File: src/rtl/div_unit.sv
// -----------------------------------------------------------------------------
// div_unit -- iterative 32-bit integer divider (RISC-V M: DIV/DIVU/REM/REMU)
//
// A request is taken on a rising CLK edge with START=1 while idle. The
// unit then performs one restoring shift-subtract step per edge for 32
// edges. It registers the sign-corrected result on the following edge.
// Latency from the START edge to DONE is therefore 33 edges.
//
// Ports:
//   CLK     in   1   rising-edge clock
//   RESET   in   1   synchronous active-high reset (beats FLUSH and START)
//   START   in   1   request strobe, only looked at while idle
//   OP      in   2   00 DIV, 01 DIVU, 10 REM, 11 REMU
//   DATA1   in  32   dividend, captured with START
//   DATA2   in  32   divisor, captured with START
//   FLUSH   in   1   kill the operation in flight / block START while idle
//   BUSY    out  1   operation in progress
//   DONE    out  1   one-cycle pulse, RESULT valid
//   RESULT  out 32   registered quotient or remainder, held until next DONE
//
// Build option:
//   DIV_FAST_PATH_EN -- when defined, two kinds of request skip the
//                       iterations and go straight to the result state,
//                       so DONE follows one edge after START:
//                       - divide-by-zero requests
//                       - signed-overflow requests
// -----------------------------------------------------------------------------
module div_unit (
  input  logic        CLK,
  input  logic        RESET,
  input  logic        START,
  input  logic [1:0]  OP,
  input  logic [31:0] DATA1,
  input  logic [31:0] DATA2,
  input  logic        FLUSH,
  output logic        BUSY,
  output logic        DONE,
  output logic [31:0] RESULT
);

  typedef enum logic [1:0] {S_IDLE, S_CALC, S_FIN} state_t;

  state_t      r_state;
  state_t      w_state_next;

  logic [1:0]  r_op;
  logic [31:0] r_data1;
  logic [31:0] r_data2;
  logic        r_neg_q;
  logic        r_neg_r;
  logic [31:0] r_quo;      // dividend magnitude shifts out, quotient shifts in
  logic [31:0] r_rem;      // partial remainder, always < divisor magnitude
  logic [31:0] r_dvs;      // divisor magnitude
  logic [4:0]  r_cnt;
  logic        r_done;
  logic [31:0] r_result;

  logic        w_signed;
  logic [31:0] w_abs1;
  logic [31:0] w_abs2;
  logic        w_accept;
  logic        w_special;
  logic        w_commit;
  logic [32:0] w_shift;
  logic [32:0] w_diff;
  logic        w_ge;
  logic [31:0] w_q_fix;
  logic [31:0] w_r_fix;
  logic        w_div_zero;
  logic        w_ovf;
  logic [31:0] w_fin_value;

  // DIV and REM (OP[0]=0) are the signed operations.
  assign w_signed = ~OP[0];
  assign w_abs1   = (w_signed && DATA1[31]) ? (32'd0 - DATA1) : DATA1;
  assign w_abs2   = (w_signed && DATA2[31]) ? (32'd0 - DATA2) : DATA2;
  assign w_accept = (r_state == S_IDLE) && START && !FLUSH;

`ifdef DIV_FAST_PATH_EN
  assign w_special = (DATA2 == 32'd0) ||
                     (w_signed && (DATA1 == 32'h8000_0000) && (DATA2 == 32'hFFFF_FFFF));
`else
  assign w_special = 1'b0;
`endif

  // Restoring step. Because r_rem < r_dvs, the shifted value is below
  // 2*r_dvs. Bit 32 of the difference is therefore a clean borrow flag.
  assign w_shift = {r_rem, r_quo[31]};
  assign w_diff  = w_shift - {1'b0, r_dvs};
  assign w_ge    = ~w_diff[32];

  assign w_q_fix = r_neg_q ? (32'd0 - r_quo) : r_quo;
  assign w_r_fix = r_neg_r ? (32'd0 - r_rem) : r_rem;

  // The special cases are resolved from the captured operands. Doing so
  // keeps the result correct even when the fast path skipped the iterations.
  assign w_div_zero = (r_data2 == 32'd0);
  assign w_ovf      = ~r_op[0] && (r_data1 == 32'h8000_0000) && (r_data2 == 32'hFFFF_FFFF);

  always_comb begin
    w_fin_value = 32'd0;
    if (w_div_zero)
      w_fin_value = r_op[1] ? r_data1 : 32'hFFFF_FFFF;
    else if (w_ovf)
      w_fin_value = r_op[1] ? 32'd0 : 32'h8000_0000;
    else
      w_fin_value = r_op[1] ? w_r_fix : w_q_fix;
  end

  // State register
  always_ff @(posedge CLK) begin
    if (RESET)
      r_state <= S_IDLE;
    else
      r_state <= w_state_next;
  end

  // Next-state logic
  always_comb begin
    w_state_next = r_state;
    case (r_state)
      S_IDLE: if (w_accept) w_state_next = w_special ? S_FIN : S_CALC;
      S_CALC: begin
        if (FLUSH)
          w_state_next = S_IDLE;
        else if (r_cnt == 5'd31)
          w_state_next = S_FIN;
      end
      S_FIN:   w_state_next = S_IDLE;
      default: w_state_next = S_IDLE;
    endcase
  end

  // Output logic
  always_comb begin
    BUSY     = (r_state != S_IDLE);
    DONE     = r_done;
    RESULT   = r_result;
    // A flush in the result state drops the result entirely.
    w_commit = (r_state == S_FIN) && !FLUSH;
  end

  // Datapath
  always_ff @(posedge CLK) begin
    if (RESET) begin
      r_op     <= 2'd0;
      r_data1  <= 32'd0;
      r_data2  <= 32'd0;
      r_neg_q  <= 1'b0;
      r_neg_r  <= 1'b0;
      r_quo    <= 32'd0;
      r_rem    <= 32'd0;
      r_dvs    <= 32'd0;
      r_cnt    <= 5'd0;
      r_done   <= 1'b0;
      r_result <= 32'd0;
    end else begin
      r_done <= w_commit;
      if (w_commit)
        r_result <= w_fin_value;

      if (w_accept) begin
        r_op    <= OP;
        r_data1 <= DATA1;
        r_data2 <= DATA2;
        r_neg_q <= w_signed && (DATA1[31] ^ DATA2[31]);
        r_neg_r <= w_signed && DATA1[31];
        r_quo   <= w_abs1;
        r_dvs   <= w_abs2;
        r_rem   <= 32'd0;
        r_cnt   <= 5'd0;
      end else if (r_state == S_CALC) begin
        r_rem <= w_ge ? w_diff[31:0] : w_shift[31:0];
        r_quo <= {r_quo[30:0], w_ge};
        r_cnt <= r_cnt + 5'd1;
      end
    end
  end

endmodule
File: config.mk
export PLATFORM = sky130hd
export DESIGN_NAME = div_unit
export DESIGN_NICKNAME = d
export VERILOG_FILES = /design/src/rtl/div_unit.sv
export SDC_FILE = /design/constraint.sdc
export NUM_CORES = 1
export LEC_CHECK = 0
export ABC_AREA = 0
export CORE_MARGIN = 1
export CORE_UTILIZATION = 45
export CTS_CLUSTER_SIZE = 16
export DETAILED_ROUTE_END_ITERATION = 7
export PLACE_DENSITY = 0.7
export SETUP_SLACK_MARGIN = 0.15
export SYNTH_ARGS = -nofsm -noshare
export SYNTH_HDL_FRONTEND = slang
export SYNTH_SLANG_ARGS = --single-unit
File: constraint.sdc
create_clock -name CLK -period 3.7 [get_ports CLK]
set_input_delay 0.555 -clock CLK [delete_from_list [all_inputs] [get_ports CLK]]
set_output_delay 0.555 -clock CLK [all_outputs]
set_load 0.03 [all_outputs]
==> results.json, run 1 <==
{
  "outcome": "finished clean",
  "synthCells": 1720,
  "antenna_found_initial": 1,
  "final_area_um2": 15200,
  "hpwl_um": 31200,
  "crit_path_end_kind": "register",
  "pre_cts_ws_ns": 0.307,
  "num-fill-cells": 2682,
  "reg2reg_slack_ns": 0.52,
  "synth_seq_area_share": 0.314,
  "grt_overflow_total": 0,
  "grt.total_usage": 0.284,
  "die_w_um": 172,
  "start_util": 0.462,
  "worst-slew-pin-transition_ns": 1.04,
  "num_rows": 61,
  "drt-total-wl_um": 42100,
  "fin_crit_sh": 0.859,
  "max_slew_margin": 0.303,
  "timing.fmax_mhz": 315,
  "ys_warn_count": 0,
  "syn_to_final_growth_pct": 17.7,
  "holdBufCountCts": 0,
  "rsz0062_at_grt": "false",
  "portBuffers": 103,
  "async_flop_share": 0,
  "dieHeight_um": 172,
  "clkTransAtPathRegs_ns": 0.07,
  "worstHoldPathCells": 2,
  "maxSlewViolCount": 0,
  "vias_per_cell": 6.03,
  "synth-xor-area-share": 0.0941,
  "top_usage_layer": "met2",
  "peakVddDrop_mv": 0.267,
  "hold_path_class": "input port to register",
  "antenna_left": 0,
  "r2r_end": "r_rem[10]",
  "finalSetupTns_ns": 0,
  "met1_usage": 0.414,
  "nets": 1889,
  "drt-wirelength-per-cell_um": 19.4,
  "finalHoldViolations": 0,
  "setup_ws_ns": 0.521,
  "leakagePower_nw": 5.68,
  "die_area_um2": 29400,
  "synth_top_family_by_area": "compound AO/OA/AOI/OAI gates",
  "hold_path_end": "RESULT[8]",
  "clk_path_buf_depth": 3,
  "synth_edf_count": 0,
  "synthFlopType": "dfxtp_1",
  "cts_tree": "built",
  "dr.first_iter.drc_count": 1380,
  "cp-start-kind": "register",
  "gp_congestion": 0.962,
  "syn_area_per_cell_um2": 7.52,
  "syn_area_um2": 12900,
  "worst-endpoint-arrival_ns": 3.56,
  "cts_resized": 0,
  "grt_max_degree": 138,
  "drive_gt1_frac": 0.0634,
  "cts_root_buffer": "clkbuf_16",
  "crit_fanout": 10,
  "placed_area_um2": 14400,
  "grtUsageMet3": 0.0497,
  "grt.met2_usage": 0.418,
  "ioPinCount": 104,
  "worstSetupPathType": "register to register",
  "period_minus_slack_ns": 3.18,
  "r2r-start": "r_data2[0]",
  "cts_sinks": 203,
  "required_ns": 4.08,
  "clkLatencyLatePin_ns": 0.53,
  "powerDensity_nw_per_um2": 437,
  "cts.htree.levels": 1,
  "finalNonFillerCells": 2176,
  "fin_worst_skew_ns": 0.00933,
  "synth-seq-cells": 203,
  "dp.cells": 2129,
  "synth_compound_area_frac": 0.253,
  "grt_pass1_vias": 11616,
  "syn_nets": 1829,
  "core_um2": 28000,
  "finalSetupViolCount": 0,
  "drc_errors": 0,
  "reg2regPathDepth": 11,
  "cts_buffers": 25,
  "first_pass_iters": 6,
  "final_util": 0.543,
  "post_synth_fa_ha_maj_area_fraction": 0.0383,
  "synth_mux_area_frac": 0.0242,
  "yosys.area_share.simple": 0.224,
  "grt_pass1_wl_um": 65000,
  "vias": 13127,
  "synth_cell_types": 77,
  "maxCapViolCount": 0,
  "holdCritStartpoint": "RESET"
}
cells by family (layout without fill, tap and decap cells):
kind of cell    Yosys count  after routing
other cells               0              1
xor+xnor                138            138
simple gates            623            623
flops                   203            203
mux                      31             31
buf+inv                 173            250
fa+ha+maj                39             39
compound gates          513            513
flip-flops by register name (all words and copies together) (netlist names), 2 cells and up:
name	flops
r_quo	32
RESULT	32
r_dvs	31
r_cnt	5
r_data1	32
r_data2	32
r_state	2
r_rem	32
r_op	2
final cells by class:
cell class / instances / area [µm²] / share of cell area
Multi-Input combinational cell: 1344 / 8220 / 0.540
Sequential cell: 203 / 4060 / 0.267
Timing Repair Buffer: 147 / 1420 / 0.0934
Clock buffer: 32 / 692 / 0.0455
Tap cell: 378 / 473 / 0.0311
Inverter: 59 / 221 / 0.0146
Clock inverter: 12 / 125 / 0.00822
Antenna cell: 1 / 2.50 / 0.000164
worst max path at each step:
| stage | from | endpoint | slack [ns] | cells after the start |
|---|---|---|---|---|
| 2_1_floorplan | r_quo[31] | r_rem[12] | 0.92 | 12 |
| 3_3_place_gp | DATA2[17] | r_dvs[29] | 0.39 | 8 |
| 3_5_place_dp | DATA2[17] | r_dvs[29] | 0.31 | 8 |
| 4_1_cts | r_quo[31] | r_rem[10] | 0.39 | 12 |
| 5_1_grt | r_quo[31] | r_rem[10] | 0.27 | 12 |
| 6_report | r_data2[0] | r_rem[10] | 0.52 | 11 |
metal layers:
metal  vias to the layer above  part of all wire
met1                      6157              0.45
met4                         0             0.030
li1                       6288                 -
met2                       596              0.43
met3                        86             0.092
met5                         -                 0
cell usage in the layout (no fill, tap or decap), types with 31 or more instances in the layout:
| master | netlist | final |
|---|---|---|
| dfxtp_1 | 203 | 203 |
| a211oi_1 | 42 | 42 |
| o31ai_1 | 31 | 31 |
| buf_4 | 2 | 40 |
| a21oi_1 | 191 | 191 |
| inv_1 | 59 | 59 |
| nor3_1 | 34 | 34 |
| xor2_1 | 68 | 68 |
| clkdlybuf4s50_1 | 0 | 102 |
| ha_1 | 38 | 38 |
| nor2_1 | 167 | 167 |
| xnor2_1 | 69 | 69 |
| o21ai_0 | 91 | 91 |
| nand2_1 | 244 | 244 |
timing repair:
action	4_1_cts	5_1_grt
endpoints found under the setup margin	0	2
hold endpoints to repair	0	0
buffers inserted	0	2
critical path, cell delays in order, from the launching register on:
cell and delay, ns:
dfxtp_1 0.37, ha_1 0.25, fa_1 0.39, nand2b_1 0.18, a21oi_1 0.27, o21ai_1 0.16, a21oi_1 0.30, o22ai_2 0.23
xnor2_4 0.30, buf_4 0.26, mux2i_1 0.22, a211oi_1 0.09
report_power, final:
part / switching (mW) / internal, mW / leakage [nW]
Clock: 1.00 / 1.46 / 0.397
Combinational: 1.03 / 0.721 / 3.63
Sequential: 0.140 / 2.29 / 1.66
Total: 2.17 / 4.47 / 5.68
cell usage after synthesis, drive strengths merged (25+ instances only):
cell type  instances  area share
nand2            244       0.071
dfxtp            203        0.31
a21oi            191       0.074
nor2             167       0.048
clkbuf           101       0.029
o21ai            101       0.039
xnor2             70       0.048
xor2              68       0.046
inv               59       0.017
a211oi            42       0.024
ha                38       0.037
nor3              34       0.013
o31ai             33       0.020
nor4              31       0.016
mux2i             29       0.022
a311oi            25       0.017
stage by stage:
step	hold slack, ns	total power [mW]
after detailed placement	0.444	4.18
after CTS	0.374	6.62
after floorplan	0.436	3.65
final	0.379	6.64
after global routing	0.388	6.93
after global placement	0.443	4.16
(Power assumes the default switching activity.)
==> run 2: changes to the inputs <==
--- a/config.mk
+++ b/config.mk
@@ -6,7 +6,7 @@
 export NUM_CORES = 1
 export LEC_CHECK = 0
 export ABC_AREA = 0
-export CORE_MARGIN = 1
+export CORE_MARGIN = 4
 export CORE_UTILIZATION = 45
 export CTS_CLUSTER_SIZE = 16
 export DETAILED_ROUTE_END_ITERATION = 7
==> results.json, run 2 (synthesized netlist as in run 1, its figures left out) <==
{
  "outcome": "finished clean",
  "core_um2": 28100,
  "vias": 12999,
  "dr.first_iter.drc_count": 1467,
  "vias_per_cell": 5.97,
  "finalHoldViolations": 0,
  "nets": 1893,
  "worstHoldPathCells": 2,
  "num-fill-cells": 2730,
  "drt-total-wl_um": 42500,
  "maxCapViolCount": 0,
  "cts_sinks": 203,
  "holdCritStartpoint": "RESET",
  "syn_to_final_growth_pct": 17.4,
  "cts_root_buffer": "clkbuf_16",
  "timing.hold.ws_ns": 0.315,
  "grt_overflow_total": 0,
  "finalSetupTns_ns": 0,
  "period_minus_slack_ns": 3.27,
  "worst-slew-pin-transition_ns": 1.06,
  "grt_pass1_wl_um": 66100,
  "crit_path_end_kind": "register",
  "leakagePower_nw": 5.69,
  "peakVddDrop_mv": 0.286,
  "r2r-start": "r_quo[31]",
  "die_w_um": 178,
  "grt_pass1_vias": 11865,
  "clk_path_buf_depth": 3,
  "max_stage_delay_ns": 0.39,
  "layout_commonest_cell": "nand2_1",
  "finalSetupViolCount": 0,
  "hold_path_class": "input port to register",
  "crit_top_cell": "a21oi_1",
  "cts_tree": "built",
  "start_util": 0.460,
  "portBuffers": 103,
  "hpwl_um": 31700,
  "drc_errors": 0,
  "pre_cts_ws_ns": 0.328,
  "cts.htree.levels": 1,
  "crit_chain": "inv_1 -> ha_1 -> fa_1 -> nand2b_1 -> a21oi_1 -> o21ai_1 -> a21oi_1 -> o22ai_2 -> xnor2_4 -> buf_4 -> mux2_2 -> o21ai_0",
  "holdBufCountCts": 0,
  "reg2regPathDepth": 12,
  "placed_area_um2": 14400,
  "final_util": 0.541,
  "fin_worst_skew_ns": 0.0112,
  "fin_crit_sh": 0.883,
  "rsz0062_at_grt": "false",
  "drt-wirelength-per-cell_um": 19.5,
  "antenna_found_initial": 2,
  "worst-endpoint-arrival_ns": 3.71,
  "seqCellArea_um2": 4060,
  "crit_fanout": 8,
  "cp-start-kind": "register",
  "required_ns": 4.14,
  "dp.cells": 2134,
  "clkTransAtPathRegs_ns": 0.06,
  "cts_resized": 0,
  "num_rows": 61,
  "first_pass_iters": 7,
  "layout_common_cells": "244 x nand2_1, 203 x dfxtp_1, 191 x a21oi_1",
  "ioPinCount": 104,
  "die_area_um2": 31500,
  "worstSetupPathType": "register to register",
  "final_area_um2": 15200,
  "grt.total_usage": 0.261,
  "dieHeight_um": 178,
  "finalPower_mw": 6.53,
  "gp_congestion": 0.936,
  "timing.fmax_mhz": 306,
  "crit_slowest_cell": "fa_1",
  "post_cts_buffers": 0,
  "multiInputGateArea_um2": 8220,
  "setup.worst_path.start": "r_quo[31]",
  "setup_ws_ns": 0.432,
  "powerDensity_nw_per_um2": 430,
  "max_slew_margin": 0.290,
  "clkLatencyLatePin_ns": 0.52,
  "antenna_left": 0,
  "finalNonFillerCells": 2177,
  "grt_max_degree": 145,
  "drive_gt1_frac": 0.0640,
  "cts_buffers": 23,
  "maxSlewViolCount": 0
}
==> run 2: cell count changes in the layout (fill, tap and decap cells not counted), sizes merged <==
cell      change
buf           +6
clkinv        -3
clkinvlp      -3
clkbuf        +1
==> run 2: worst paths after layout <==
kind | end | slack (ns)
max | r_rem[0] | 0.43
max reg2reg | r_rem[0] | 0.43
min | RESULT[4] | 0.31
min reg2reg | RESULT[19] | 0.45
==> run 2: cell type report <==
cell class                 instances  share of cell area
clock inverter                     6             0.00527
clock buffer                      33              0.0450
antenna                            1            0.000165
tap                              378              0.0312
inverter                          59              0.0146
sequential                       203               0.268
timing repair buffer             153              0.0949
multi-input combinational       1344               0.541
==> run 2: routing by layer <==
metal  routed length (µm)  vias to the layer above  GRT usage  share of wire
li1                     -                     6288          -              -
met1                19300                     6086      0.381           0.45
met2                18500                      561      0.402           0.43
met3                 3730                       62     0.0443          0.088
met4                 1010                        2     0.0622          0.024
met5                   13                        -          0        0.00031
==> run 2: worst max-delay path: cells and delay by family (launching register included) <==
family	cells	cell delay [ns]
flip-flops	1	0.34
AO/OA/AOI/OAI	5	1.20
multiplexers	1	0.34
adder cells (fa/ha/maj)	2	0.60
XOR/XNOR	1	0.25
buffers and inverters	2	0.28
AND/OR/NAND/NOR	1	0.18
==> run 2: where the power goes <==
group | internal (mW) | leakage [nW] | switching (mW)
Clock | 1.41 | 0.381 | 0.920
Combinational | 0.727 | 3.65 | 1.04
Sequential | 2.29 | 1.66 | 0.139
